===== src/rtl/i2c_master_uc_if.sv =====
// i2c_master_uc_if
//   Command, data and pad signals between the bus-initiator unit and local
//   logic / the SDA pad.
//
//   Handshakes:
//     Start/Busy   : Start is a one-cycle strobe, taken only while Busy=0. The
//                    command fields (Address, RorW, ByteCount) are sampled
//                    in that cycle. Busy stays high until the Done pulse.
//     TxReq/TxData : TxReq is a one-cycle request. Local logic must present
//                    the next write byte on TxData in that same cycle.
//     RxValid/RxData : RxValid pulses for one cycle when RxData holds a new
//                    byte. There is no back-pressure, so capture it then.
//   Pad: SDA_o is always 0. SDA_oe=1 pulls the line low, and SDA_oe=0
//   releases it. SDA_i is the already-synchronised line level.
//
//   Modports: master = the bus-initiator unit, slave = the local side.
interface i2c_master_uc_if #(
  parameter int ADDRESSLENGTH = 7
);
  logic                     Start;
  logic [ADDRESSLENGTH-1:0] Address;
  logic                     RorW;
  logic [7:0]               ByteCount;
  logic [7:0]               TxData;
  logic                     TxReq;
  logic [7:0]               RxData;
  logic                     RxValid;
  logic                     Busy;
  logic                     Done;
  logic                     Nack;
  logic                     SCL;
  logic                     SDA_o;
  logic                     SDA_oe;
  logic                     SDA_i;

  modport master (
    input  Start, Address, RorW, ByteCount, TxData, SDA_i,
    output TxReq, RxData, RxValid, Busy, Done, Nack, SCL, SDA_o, SDA_oe
  );

  modport slave (
    output Start, Address, RorW, ByteCount, TxData, SDA_i,
    input  TxReq, RxData, RxValid, Busy, Done, Nack, SCL, SDA_o, SDA_oe
  );
endinterface


===== src/rtl/i2c_master_uc.sv =====
// i2c_master_uc
//   Bus-initiator control unit. It accepts one command (address, direction,
//   byte count) and generates the whole bus sequence: START, address bits,
//   R/W, ack slot, data bytes with ack slots, and STOP. Address and data go
//   out LSB first. An ack is SDA sampled HIGH in the ack slot.
// Ports:
//   Clk       : system clock, posedge
//   Rst_n     : asynchronous active-low reset; releases the bus at once
//   bus       : i2c_master_uc_if.master (command, data, status, SCL/SDA pad)
//   dbg_state : current FSM state, for observation only
module i2c_master_uc #(
  parameter int ADDRESSLENGTH = 7,
  parameter int CLKDIV        = 4
) (
  input  logic                   Clk,
  input  logic                   Rst_n,
  i2c_master_uc_if.master        bus,
  output logic [3:0]             dbg_state
);
  localparam int QW = (CLKDIV > 1) ? $clog2(CLKDIV) : 1;
  localparam logic [QW-1:0] QMAX  = QW'(CLKDIV - 1);
  localparam logic [7:0]    ALAST = 8'(ADDRESSLENGTH - 1);

  localparam logic [3:0] S_IDLE  = 4'd0;
  localparam logic [3:0] S_START = 4'd1;
  localparam logic [3:0] S_ADDR  = 4'd2;
  localparam logic [3:0] S_RW    = 4'd3;
  localparam logic [3:0] S_AACK  = 4'd4;
  localparam logic [3:0] S_DATA  = 4'd5;
  localparam logic [3:0] S_WACK  = 4'd6;
  localparam logic [3:0] S_RACK  = 4'd7;
  localparam logic [3:0] S_STOP  = 4'd8;

  logic [3:0]               state_q, state_d;
  logic [QW-1:0]            qcnt_q, qcnt_d;
  logic [1:0]               phase_q, phase_d;
  logic [7:0]               bit_cnt_q, bit_cnt_d;
  logic [7:0]               cnt_q, cnt_d;
  logic [ADDRESSLENGTH-1:0] addr_sh_q, addr_sh_d, addr_next;
  logic                     rw_q, rw_d;
  logic [7:0]               tx_sh_q, tx_sh_d, tx_next;
  logic [7:0]               rx_sh_q, rx_sh_d;
  logic [7:0]               rx_data_q, rx_data_d;
  logic                     rx_valid_q, rx_valid_d;
  logic                     tx_req_q, tx_req_d;
  logic                     done_q, done_d;
  logic                     busy_q, busy_d;
  logic                     nack_q, nack_d;
  logic                     ack_q, ack_d;
  logic                     scl_q, scl_d;
  logic                     sda_oe_q, sda_oe_d;
  logic                     tick, sample, boundary;

  always_comb begin
    state_d    = state_q;
    qcnt_d     = qcnt_q;
    phase_d    = phase_q;
    bit_cnt_d  = bit_cnt_q;
    cnt_d      = cnt_q;
    addr_sh_d  = addr_sh_q;
    rw_d       = rw_q;
    tx_sh_d    = tx_sh_q;
    rx_sh_d    = rx_sh_q;
    rx_data_d  = rx_data_q;
    rx_valid_d = 1'b0;
    tx_req_d   = 1'b0;
    done_d     = 1'b0;
    busy_d     = busy_q;
    nack_d     = nack_q;
    ack_d      = ack_q;
    sda_oe_d   = sda_oe_q;
    addr_next  = addr_sh_q >> 1;
    tx_next    = tx_sh_q >> 1;
    tick       = (qcnt_q == QMAX);
    // sample: SCL rises (q1 -> q2); boundary: next bit starts (q3 -> q0)
    sample     = tick && (phase_q == 2'd1);
    boundary   = tick && (phase_q == 2'd3);

    if (state_q == S_IDLE) begin
      if (bus.Start && !busy_q) begin
        addr_sh_d = bus.Address;
        rw_d      = bus.RorW;
        cnt_d     = bus.ByteCount;
        nack_d    = 1'b0;
        busy_d    = 1'b1;
        state_d   = S_START;
        // START reuses the SCL-high half (q2,q3) of the bit timing, with SDA low
        phase_d   = 2'd2;
        qcnt_d    = '0;
        sda_oe_d  = 1'b1;
      end
    end else begin
      qcnt_d = tick ? '0 : qcnt_q + QW'(1);
      if (tick) phase_d = phase_q + 2'd1;
      // TxData is valid in the TxReq cycle and is captured at its end
      if (tx_req_q) tx_sh_d = bus.TxData;

      if (sample) begin
        case (state_q)
          S_AACK: begin
            ack_d = bus.SDA_i;
            if (!bus.SDA_i) nack_d = 1'b1;
            else if (cnt_q != 8'd0 && !rw_q) tx_req_d = 1'b1;
          end
          S_WACK: begin
            ack_d = bus.SDA_i;
            if (!bus.SDA_i) nack_d = 1'b1;
            else begin
              cnt_d = cnt_q - 8'd1;
              if (cnt_q != 8'd1) tx_req_d = 1'b1;
            end
          end
          S_DATA: begin
            if (rw_q) begin
              rx_sh_d = {bus.SDA_i, rx_sh_q[7:1]};
              if (bit_cnt_q == 8'd7) begin
                rx_data_d  = {bus.SDA_i, rx_sh_q[7:1]};
                rx_valid_d = 1'b1;
              end
            end
          end
          default: ;
        endcase
      end

      // STOP: release SDA on entry to q3 so it rises while SCL is high
      if (tick && phase_q == 2'd2 && state_q == S_STOP) sda_oe_d = 1'b0;

      if (boundary) begin
        case (state_q)
          S_START: begin
            state_d   = S_ADDR;
            bit_cnt_d = 8'd0;
            sda_oe_d  = !addr_sh_q[0];
          end
          S_ADDR: begin
            if (bit_cnt_q == ALAST) begin
              state_d  = S_RW;
              sda_oe_d = !rw_q;
            end else begin
              bit_cnt_d = bit_cnt_q + 8'd1;
              addr_sh_d = addr_next;
              sda_oe_d  = !addr_next[0];
            end
          end
          S_RW: begin
            state_d  = S_AACK;
            sda_oe_d = 1'b0;
          end
          S_AACK, S_WACK: begin
            // WACK has already decremented the count at its sample point
            if (!ack_q || cnt_q == 8'd0) begin
              state_d  = S_STOP;
              sda_oe_d = 1'b1;
            end else begin
              state_d   = S_DATA;
              bit_cnt_d = 8'd0;
              sda_oe_d  = rw_q ? 1'b0 : !tx_sh_q[0];
            end
          end
          S_DATA: begin
            if (bit_cnt_q == 8'd7) begin
              if (rw_q) begin
                state_d  = S_RACK;
                cnt_d    = cnt_q - 8'd1;
                // master ack: released (high) to continue, pulled low on last byte
                sda_oe_d = (cnt_q == 8'd1);
              end else begin
                state_d  = S_WACK;
                sda_oe_d = 1'b0;
              end
            end else begin
              bit_cnt_d = bit_cnt_q + 8'd1;
              if (rw_q) sda_oe_d = 1'b0;
              else begin
                tx_sh_d  = tx_next;
                sda_oe_d = !tx_next[0];
              end
            end
          end
          S_RACK: begin
            if (cnt_q == 8'd0) begin
              state_d  = S_STOP;
              sda_oe_d = 1'b1;
            end else begin
              state_d   = S_DATA;
              bit_cnt_d = 8'd0;
              sda_oe_d  = 1'b0;
            end
          end
          S_STOP: begin
            state_d  = S_IDLE;
            busy_d   = 1'b0;
            done_d   = 1'b1;
            sda_oe_d = 1'b0;
          end
          default: state_d = S_IDLE;
        endcase
      end
    end

    scl_d = (state_d == S_IDLE) ? 1'b1 : phase_d[1];
  end

  always_ff @(posedge Clk or negedge Rst_n) begin
    if (!Rst_n) begin
      state_q    <= S_IDLE;
      qcnt_q     <= '0;
      phase_q    <= 2'd0;
      bit_cnt_q  <= 8'd0;
      cnt_q      <= 8'd0;
      addr_sh_q  <= '0;
      rw_q       <= 1'b0;
      tx_sh_q    <= 8'd0;
      rx_sh_q    <= 8'd0;
      rx_data_q  <= 8'd0;
      rx_valid_q <= 1'b0;
      tx_req_q   <= 1'b0;
      done_q     <= 1'b0;
      busy_q     <= 1'b0;
      nack_q     <= 1'b0;
      ack_q      <= 1'b0;
      scl_q      <= 1'b1;
      sda_oe_q   <= 1'b0;
    end else begin
      state_q    <= state_d;
      qcnt_q     <= qcnt_d;
      phase_q    <= phase_d;
      bit_cnt_q  <= bit_cnt_d;
      cnt_q      <= cnt_d;
      addr_sh_q  <= addr_sh_d;
      rw_q       <= rw_d;
      tx_sh_q    <= tx_sh_d;
      rx_sh_q    <= rx_sh_d;
      rx_data_q  <= rx_data_d;
      rx_valid_q <= rx_valid_d;
      tx_req_q   <= tx_req_d;
      done_q     <= done_d;
      busy_q     <= busy_d;
      nack_q     <= nack_d;
      ack_q      <= ack_d;
      scl_q      <= scl_d;
      sda_oe_q   <= sda_oe_d;
    end
  end

  assign bus.TxReq   = tx_req_q;
  assign bus.RxData  = rx_data_q;
  assign bus.RxValid = rx_valid_q;
  assign bus.Busy    = busy_q;
  assign bus.Done    = done_q;
  assign bus.Nack    = nack_q;
  assign bus.SCL     = scl_q;
  assign bus.SDA_o   = 1'b0;
  assign bus.SDA_oe  = sda_oe_q;
  assign dbg_state   = state_q;
endmodule

===== src/flat_wrapper.sv =====
// flat-port wrapper written by rule: the top's interface ports become plain ports
module i2c_master_uc_flat 
#(
  parameter int ADDRESSLENGTH = 7,
  parameter int CLKDIV        = 4
)
  (Clk, Rst_n, dbg_state, bus_Start, bus_Address, bus_RorW, bus_ByteCount, bus_TxData, bus_SDA_i, bus_TxReq, bus_RxData, bus_RxValid, bus_Busy, bus_Done, bus_Nack, bus_SCL, bus_SDA_o, bus_SDA_oe);
  i2c_master_uc_if #(.ADDRESSLENGTH(ADDRESSLENGTH)) bus_i ();
  input  logic Clk;
  input  logic Rst_n;
  output logic [3:0] dbg_state;
  input wire logic [$bits(bus_i.Start)-1:0] bus_Start;
  input wire logic [$bits(bus_i.Address)-1:0] bus_Address;
  input wire logic [$bits(bus_i.RorW)-1:0] bus_RorW;
  input wire logic [$bits(bus_i.ByteCount)-1:0] bus_ByteCount;
  input wire logic [$bits(bus_i.TxData)-1:0] bus_TxData;
  input wire logic [$bits(bus_i.SDA_i)-1:0] bus_SDA_i;
  output wire logic [$bits(bus_i.TxReq)-1:0] bus_TxReq;
  output wire logic [$bits(bus_i.RxData)-1:0] bus_RxData;
  output wire logic [$bits(bus_i.RxValid)-1:0] bus_RxValid;
  output wire logic [$bits(bus_i.Busy)-1:0] bus_Busy;
  output wire logic [$bits(bus_i.Done)-1:0] bus_Done;
  output wire logic [$bits(bus_i.Nack)-1:0] bus_Nack;
  output wire logic [$bits(bus_i.SCL)-1:0] bus_SCL;
  output wire logic [$bits(bus_i.SDA_o)-1:0] bus_SDA_o;
  output wire logic [$bits(bus_i.SDA_oe)-1:0] bus_SDA_oe;
  assign bus_i.Start = bus_Start;
  assign bus_i.Address = bus_Address;
  assign bus_i.RorW = bus_RorW;
  assign bus_i.ByteCount = bus_ByteCount;
  assign bus_i.TxData = bus_TxData;
  assign bus_i.SDA_i = bus_SDA_i;
  assign bus_TxReq = bus_i.TxReq;
  assign bus_RxData = bus_i.RxData;
  assign bus_RxValid = bus_i.RxValid;
  assign bus_Busy = bus_i.Busy;
  assign bus_Done = bus_i.Done;
  assign bus_Nack = bus_i.Nack;
  assign bus_SCL = bus_i.SCL;
  assign bus_SDA_o = bus_i.SDA_o;
  assign bus_SDA_oe = bus_i.SDA_oe;
  i2c_master_uc #(.ADDRESSLENGTH(ADDRESSLENGTH), .CLKDIV(CLKDIV)) u_core (.Clk(Clk), .Rst_n(Rst_n), .bus(bus_i), .dbg_state(dbg_state));
endmodule

===== config.mk =====
export PLATFORM = sky130hd
export DESIGN_NAME = i2c_master_uc_flat
export DESIGN_NICKNAME = d
export VERILOG_FILES = /design/src/rtl/i2c_master_uc_if.sv /design/src/rtl/i2c_master_uc.sv /design/src/flat_wrapper.sv
export SDC_FILE = /design/constraint.sdc
export NUM_CORES = 1
export LEC_CHECK = 0
export BUFFER_PORTS_ARGS = -buffer_cell sky130_fd_sc_hd__buf_2
export CORE_MARGIN = 2
export CORE_UTILIZATION = 40
export CTS_CLUSTER_DIAMETER = 120
export DETAILED_ROUTE_END_ITERATION = 12
export PLACE_DENSITY = 0.61
export SLEW_MARGIN = 40
export SYNTH_ARGS = -nofsm -noshare
export SYNTH_HDL_FRONTEND = slang
export SYNTH_SLANG_ARGS = --single-unit

===== constraint.sdc =====
create_clock -name Clk -period 2.2 [get_ports Clk]
set_input_delay 0.11 -clock Clk [delete_from_list [all_inputs] [get_ports Clk]]
set_output_delay 0.11 -clock Clk [all_outputs]
set_load 0.01 [all_outputs]

==> results of run 1 <==
==> synthesized netlist by cell type, drive strengths merged (2+ instances only) <==
cell     n
nor2b    2
a211oi   4
and2     7
mux2    16
inv      8
nor4b    2
ha       8
a21oi   11
nor3     6
and3    10
nor2    22
a31oi    9
buf      7
clkbuf   8
a221oi   3
a2111o   2
o21ai   22
nand2   41
nor4     3
nor3b    2
a32o     3
a311oi   5
nand2b   7
dfrtp   62
nand4    2
mux2i   15
o21bai   2
nand3    8
a221o    4
o31ai    3
nand4b   2
or3      3
and4     2
==> timing repair <==
item / 4_1_cts / 5_1_grt
setup buffers: 0 / 0
endpoints found under the hold margin: 29 / 0
hold buffers: 4 / 0
gates resized for setup: 0 / 5
setup endpoints to repair: 0 / 23
==> kinds of logic (layout without fill, tap and decap cells) <==
group,count (synthesis),in the layout,share of synthesized area
mux,31,31,0.0989
fa+ha+maj,8,8,0.0300
xor+xnor,1,1,0.00262
flops,63,63,0.472
simple gates,123,123,0.196
compound gates,78,78,0.169
buf+inv,23,103,0.0300
other cells,1,1,0.00112
==> per-layer routing <==
layer,global-route usage,wire length (um),up-vias
met5,0,0,-
met4,0.0702,128,0
met3,0.0332,301,15
met2,0.276,3360,62
met1,0.254,3700,1333
li1,-,-,1365
==> state kept, by name, summed over array words and instances (netlist names), 2 cells and up <==
name / flops
u_core.addr_sh_q: 7
u_core.bit_cnt_q: 8
u_core.bus.RxData: 8
u_core.cnt_q: 8
u_core.dbg_state: 4
u_core.phase_q: 2
u_core.qcnt_q: 2
u_core.rx_sh_q: 7
u_core.tx_sh_q: 8
==> report_power, final <==
group / switching, uW / internal [uW]
combinational: 867 / 708
sequential: 233 / 1420
clock: 500 / 653
==> worst max path at each step <==
stage,to,slack (ps),cells past startpoint
final,u_core.bus.RxData[1]$_DFFE_PN0P_,60,4
after global routing,u_core.cnt_q[4]$_DFFE_PN0P_,-10,6
after CTS,u_core.bit_cnt_q[6]$_DFFE_PN0P_,30,6
after detailed placement,u_core.bit_cnt_q[2]$_DFFE_PN0P_,50,7
after global placement,u_core.bus.RxData[6]$_DFFE_PN0P_,70,6
after floorplan,u_core.bus.RxData[7]$_DFFE_PN0P_,90,6
==> critical path: stages (launching register included) <==
cell and delay (ps):
dfrtp_1 440, or4_4 550, or3_4 420, nor2_4 260, mux2_2 360
==> metrics by stage <==
stage / instance area (um^2) / TNS, ps / utilization / power (uW) / setup WS (ps)
floorplan: 3340 / 0 / - / 2640 / 86.5
global placement: 3870 / 0 / 0.475 / 3180 / 69.0
detailed placement: 3870 / 0 / 0.475 / 3210 / 52.0
CTS: 4140 / 0 / 0.509 / 4380 / 30.6
global route: 4160 / -24.4 / 0.512 / 4720 / -14.8
finish: 4160 / 0 / 0.512 / 4380 / 64.0
==> cell type report <==
type | count | area, um^2 | area share
Sequential cell | 63 | 1580 | 0.379
Timing Repair Buffer | 79 | 500 | 0.120
Clock inverter | 7 | 105 | 0.0253
Tap cell | 105 | 131 | 0.0316
Multi-Input combinational cell | 242 | 1690 | 0.407
Clock buffer | 9 | 124 | 0.0298
Inverter | 8 | 30.0 | 0.00722
==> out/results.txt, run 1 <==
TritonCTS Buffers -> 9
CTS Root Cell -> clkbuf_8
clock slew at reported path FFs -> 70 ps
FMAX -> 468 MHz
max_slew headroom -> 0.576
synthesized instance count -> 328
Skew-Pair Late Insertion Delay -> 340 ps
CP endpoint kind -> flop
residual DRC count -> 0
WP data required -> 2430 ps
Chip Width -> 95.4 um
Core Rows -> 33
Die ar. -> 0.00910 mm^2
ys async rst share -> 1.00
post-synthesis sequential area ratio -> 0.472
DRT Pass-1 Iters -> 4
post-synthesis cell area -> 0.00334 mm^2
WHS Endpoint -> u_core.cnt_q[0]$_DFFE_PN0P_
syn nets -> 364
Synth Warn # -> 0
Inst Count DP -> 493
CP startpoint kind -> flop
Hold WC Path Type -> input pin to flop
pin count of the biggest net entering global routing -> 38
nets -> 439
final setup fails -> 0
area of the core -> 0.00813 mm^2
Final Non-Filler Cells -> 513
Distinct cells, synth -> 58
Maximum Capacitance Violations -> 0
hold path startpoint -> bus_ByteCount[0]
CP Max Fanout -> 9
I/O pin cnt -> 48
ranking of synthesized cells by area -> dfrtp_1 46%, mux2_2 5.4%, mux2i_1 4.5%, nand2_1 4.5%, ha_1 3.0%
CP Launch Point -> u_core.bit_cnt_q[4]$_DFFE_PN0P_
total gr overflow -> 0
WL final -> 7490 um
crit path DAT -> 2360 ps
CTS Buffer Depth -> 2
Initial Util -> 0.411
fin crit period -> 2140 ps
GRT Util Overall -> 0.180
fillcell total -> 758
number of synthesized flops with an enable pin -> 0
antenna cells -> 0
most frequent cells in the layout -> 62 x dfrtp_1, 46 x buf_2, 39 x nand2_1
RR Endpoint -> u_core.bus.RxData[1]$_DFFE_PN0P_
VDD IR max -> 444 uV
cell taking the most area after synthesis -> dfrtp_1
syn avg cell area -> 10.2 um^2
vias post-DR -> 2775
Pleak -> 0.00195 uW
most common cell after layout, fill and taps aside -> dfrtp_1
Synth Flop Type -> dfrtp_1
Final ANT Viol Nets -> 0
share of the synthesized area in the top cell type -> 0.465
layout cells sized above 1 -> 0.306
Die Y -> 95.4 um
CTS tree -> done
pwr/cell area -> 1050 mW/mm^2
Crit Path Class -> flop to flop
worst flop-to-flop path startpoint -> u_core.bit_cnt_q[4]$_DFFE_PN0P_
first-pass GRT wire length -> 12800 um
Worst-Margin Slew -> 636 ps
H-tree levels -> 3
Fin. Hold Viols -> 0
area grow syn2layout -> 24.6%
#FFs+latches synth -> 63
post-DR vias/cell -> 5.41
placer congestion estimate -> 0.814
worst-case reg-to-reg path depth -> 4
reg2reg setup slack -> 60 ps
routed len/inst -> 14.6 um
final hold slack -> 24.0 ps
Initial DRC Count -> 165
Setup Skew -> 13.3 ps
fin. max-slew vios -> 0
status -> completed
crit share post-route -> 0.971
antenna violations before repair -> 0
post-detail-place hpwl -> 5460 um
Worst Hold Depth -> 3
clock sinks -> 63
number of global-route vias before repair -> 2709
Port Buf Inserts -> 46
(Power assumes the default switching activity.)
==> inputs of run 2 (changes only) <==
--- a/config.mk
+++ b/config.mk
@@ -7,10 +7,10 @@
 export LEC_CHECK = 0
 export BUFFER_PORTS_ARGS = -buffer_cell sky130_fd_sc_hd__buf_2
 export CORE_MARGIN = 2
-export CORE_UTILIZATION = 40
+export CORE_UTILIZATION = 52
 export CTS_CLUSTER_DIAMETER = 120
 export DETAILED_ROUTE_END_ITERATION = 12
-export PLACE_DENSITY = 0.61
+export PLACE_DENSITY = 0.76
 export SLEW_MARGIN = 40
 export SYNTH_ARGS = -nofsm -noshare
 export SYNTH_HDL_FRONTEND = slang
==> constraint.sdc (replaced) <==
create_clock -name Clk -period 2.2 [get_ports Clk]
set_input_delay 0.22 -clock Clk [delete_from_list [all_inputs] [get_ports Clk]]
set_output_delay 0.22 -clock Clk [all_outputs]
set_load 0.01 [all_outputs]
==> run 2 against run 1 <==
Design area decreased by 1.4%. Largest cell class unchanged. Die area is 22% lower. Highest routed layer unchanged. Sequential cell count unchanged. Non-clock buffer count fell by 6. Largest power group unchanged. Global-route usage is 4.0 points higher. Clock skew fell by 3.3 ps. Worst hold slack improved by 41 ps. Register-to-register slack got worse by 20 ps. Sequential power about the same. Critical endpoint is now u_core.cnt_q[6]$_DFFE_PN0P_.
==> out/results.txt, run 2 (synthesis results as in run 1) <==
crit path DAT -> 2400 ps (+40 ps)
pin count of the biggest net entering global routing -> 37 (-2.6%)
reg2reg setup slack -> 40 ps (-20 ps)
pwr/cell area -> 1070 mW/mm^2 (+1.9%)
CP endpoint kind -> flop
CP Max Fanout -> 12 (+3)
clock sinks -> 63 (unchanged)
vias post-DR -> 2764 (-0.40%)
H-tree levels -> 3 (unchanged)
most frequent cells in the layout -> 62 x dfrtp_1, 46 x buf_2, 39 x nand2_1
Final ANT Viol Nets -> 0 (unchanged)
design area -> 0.00410 mm^2 (-1.4%)
met3 Use GR -> 0.0462 (+0.0130)
Area after DPL -> 0.00383 mm^2 (-0.91%)
Skew-Pair Late Insertion Delay -> 350 ps (about the same)
post-DR vias/cell -> 5.77 (+6.7%)
Fin. Hold Viols -> 0 (unchanged)
Die Y -> 84.1 um (-12%)
placer congestion estimate -> 0.865 (+6.3%)
total gr overflow -> 0 (unchanged)
Port Buf Inserts -> 46 (unchanged)
Final Util -> 0.654 (+0.142)
WL final -> 7410 um (-1.1%)
layout cells sized above 1 -> 0.303 (-0.00289)
most common cell after layout, fill and taps aside -> dfrtp_1
final setup fails -> 0 (unchanged)
number of global-route vias before repair -> 2629 (-3.0%)
setup repair after global routing missed its margin -> yes
routed len/inst -> 15.5 um (+5.9%)
CTS tree -> done
CP Launch Point -> u_core.bit_cnt_q[4]$_DFFE_PN0P_
FMAX -> 463 MHz (-1.1%)
first-pass GRT wire length -> 12500 um (-2.6%)
clock slew at reported path FFs -> 80 ps (about the same)
area of the core -> 0.00628 mm^2 (-23%)
Hold WC Path Type -> input pin to flop
met2 Use GR -> 0.328 (+0.0525)
grt met1 use -> 0.316 (+0.0615)
residual DRC count -> 0 (unchanged)
RR Endpoint -> u_core.cnt_q[6]$_DFFE_PN0P_
Tot Pwr -> 4400 uW (+0.49%)
WP data required -> 2440 ps (about the same)
I/O pin cnt -> 48 (unchanged)
fin. max-slew vios -> 0 (unchanged)
grt peak-use layer -> met2
area grow syn2layout -> 22.9%
crit path to -> u_core.cnt_q[6]$_DFFE_PN0P_
antenna violations before repair -> 0 (unchanged)
CP startpoint kind -> flop
Initial DRC Count -> 180 (+9.1%)
CTS Buffer Depth -> 2 (unchanged)
GRT Util Overall -> 0.221 (+0.0401)
hold path startpoint -> bus_RorW
Pleak -> 0.00193 uW (-1.3%)
Maximum Capacitance Violations -> 0 (unchanged)
worst-case reg-to-reg path depth -> 5 (+1)
Worst-Margin Slew -> 652 ps (+16.2 ps)
Die ar. -> 0.00708 mm^2 (-22%)
Chip Width -> 84.1 um (-12%)
max_slew headroom -> 0.565 (-0.0108)
post-detail-place hpwl -> 5140 um (-5.7%)
DRT Pass-1 Iters -> 4 (unchanged)
nets -> 433 (-1.4%)
crit share post-route -> 0.981 (+0.0105)
Core Rows -> 29 (-12%)
antenna cells -> 0 (unchanged)
CTS Root Cell -> clkbuf_8
Setup Skew -> 10.1 ps (-3.26 ps)
worst flop-to-flop path startpoint -> u_core.bit_cnt_q[4]$_DFFE_PN0P_
fin crit period -> 2160 ps (+23.1 ps)
TritonCTS Buffers -> 9 (unchanged)
Crit Path Class -> flop to flop
VDD IR max -> 700 uV (+58%)
status -> completed
Initial Util -> 0.532 (+0.121)
[run 2: area by class of cell]
cell class                 count  area, um^2
timing repair buffer          73         485
clock buffer                   9         124
tap                           77        96.3
multi-input combinational    242        1690
sequential                    63        1580
clock inverter                 7         105
inverter                       8        30.0
fill                         537        2170
[run 2: worst max-delay path, cell delays in order (launching register included)]
cell,delay (ps)
dfrtp_1,450
or4_4,540
nor3_2,280
a32o_2,370
a311oi_1,130
a311oi_1,280
[run 2: power by group]
group,total (uW),switching (uW),internal (uW),leakage (uW)
logic,1600,878,725,0.00103
registers,1650,230,1420,0.000788
clock network,1150,497,653,0.000112
[run 2: stage by stage]
| stage | worst slack (ps) | TNS, ps | hold WS [ps] | std cells |
|---|---|---|---|---|
| after floorplan | 86.5 | 0 | -75.6 | 328 |
| after global placement | 117 | 0 | 277 | 460 |
| after detailed placement | 38.8 | 0 | 281 | 460 |
| after CTS | 37.4 | 0 | 55.2 | 477 |
| after global routing | -8.20 | -9.35 | 86.8 | 479 |
| final | 40.9 | 0 | 64.9 | 479 |
[run 2: per-layer routing]
| layer | part of all wire | vias to the layer above |
|---|---|---|
| met5 | 0 | - |
| met3 | 0.047 | 10 |
| met1 | 0.48 | 1330 |
| li1 | - | 1350 |
| met2 | 0.46 | 74 |
| met4 | 0.012 | 0 |
[run 2: how the worst min path moves through the flow]
stage,end,cells past startpoint,slack [ps]
after global placement,u_core.bit_cnt_q[5]$_DFFE_PN0P_,1,280
after global routing,u_core.rw_q$_DFFE_PN0P_,3,90
after CTS,u_core.rw_q$_DFFE_PN0P_,3,60
after floorplan,u_core.ack_q$_DFFE_PN0P_,0,-80
after detailed placement,u_core.bit_cnt_q[5]$_DFFE_PN0P_,1,280
final,u_core.rw_q$_DFFE_PN0P_,3,60
[run 2: repair_timing]
| item | 4_1_cts | 5_1_grt |
|---|---|---|
| hold buffers | 1 | 0 |
| gates resized for setup | 1 | 4 |
| pin swaps | 0 | 3 |
| endpoints found under the setup margin | 1 | 21 |
| hold endpoints to repair | 26 | 0 |
| buffers inserted | 0 | 2 |
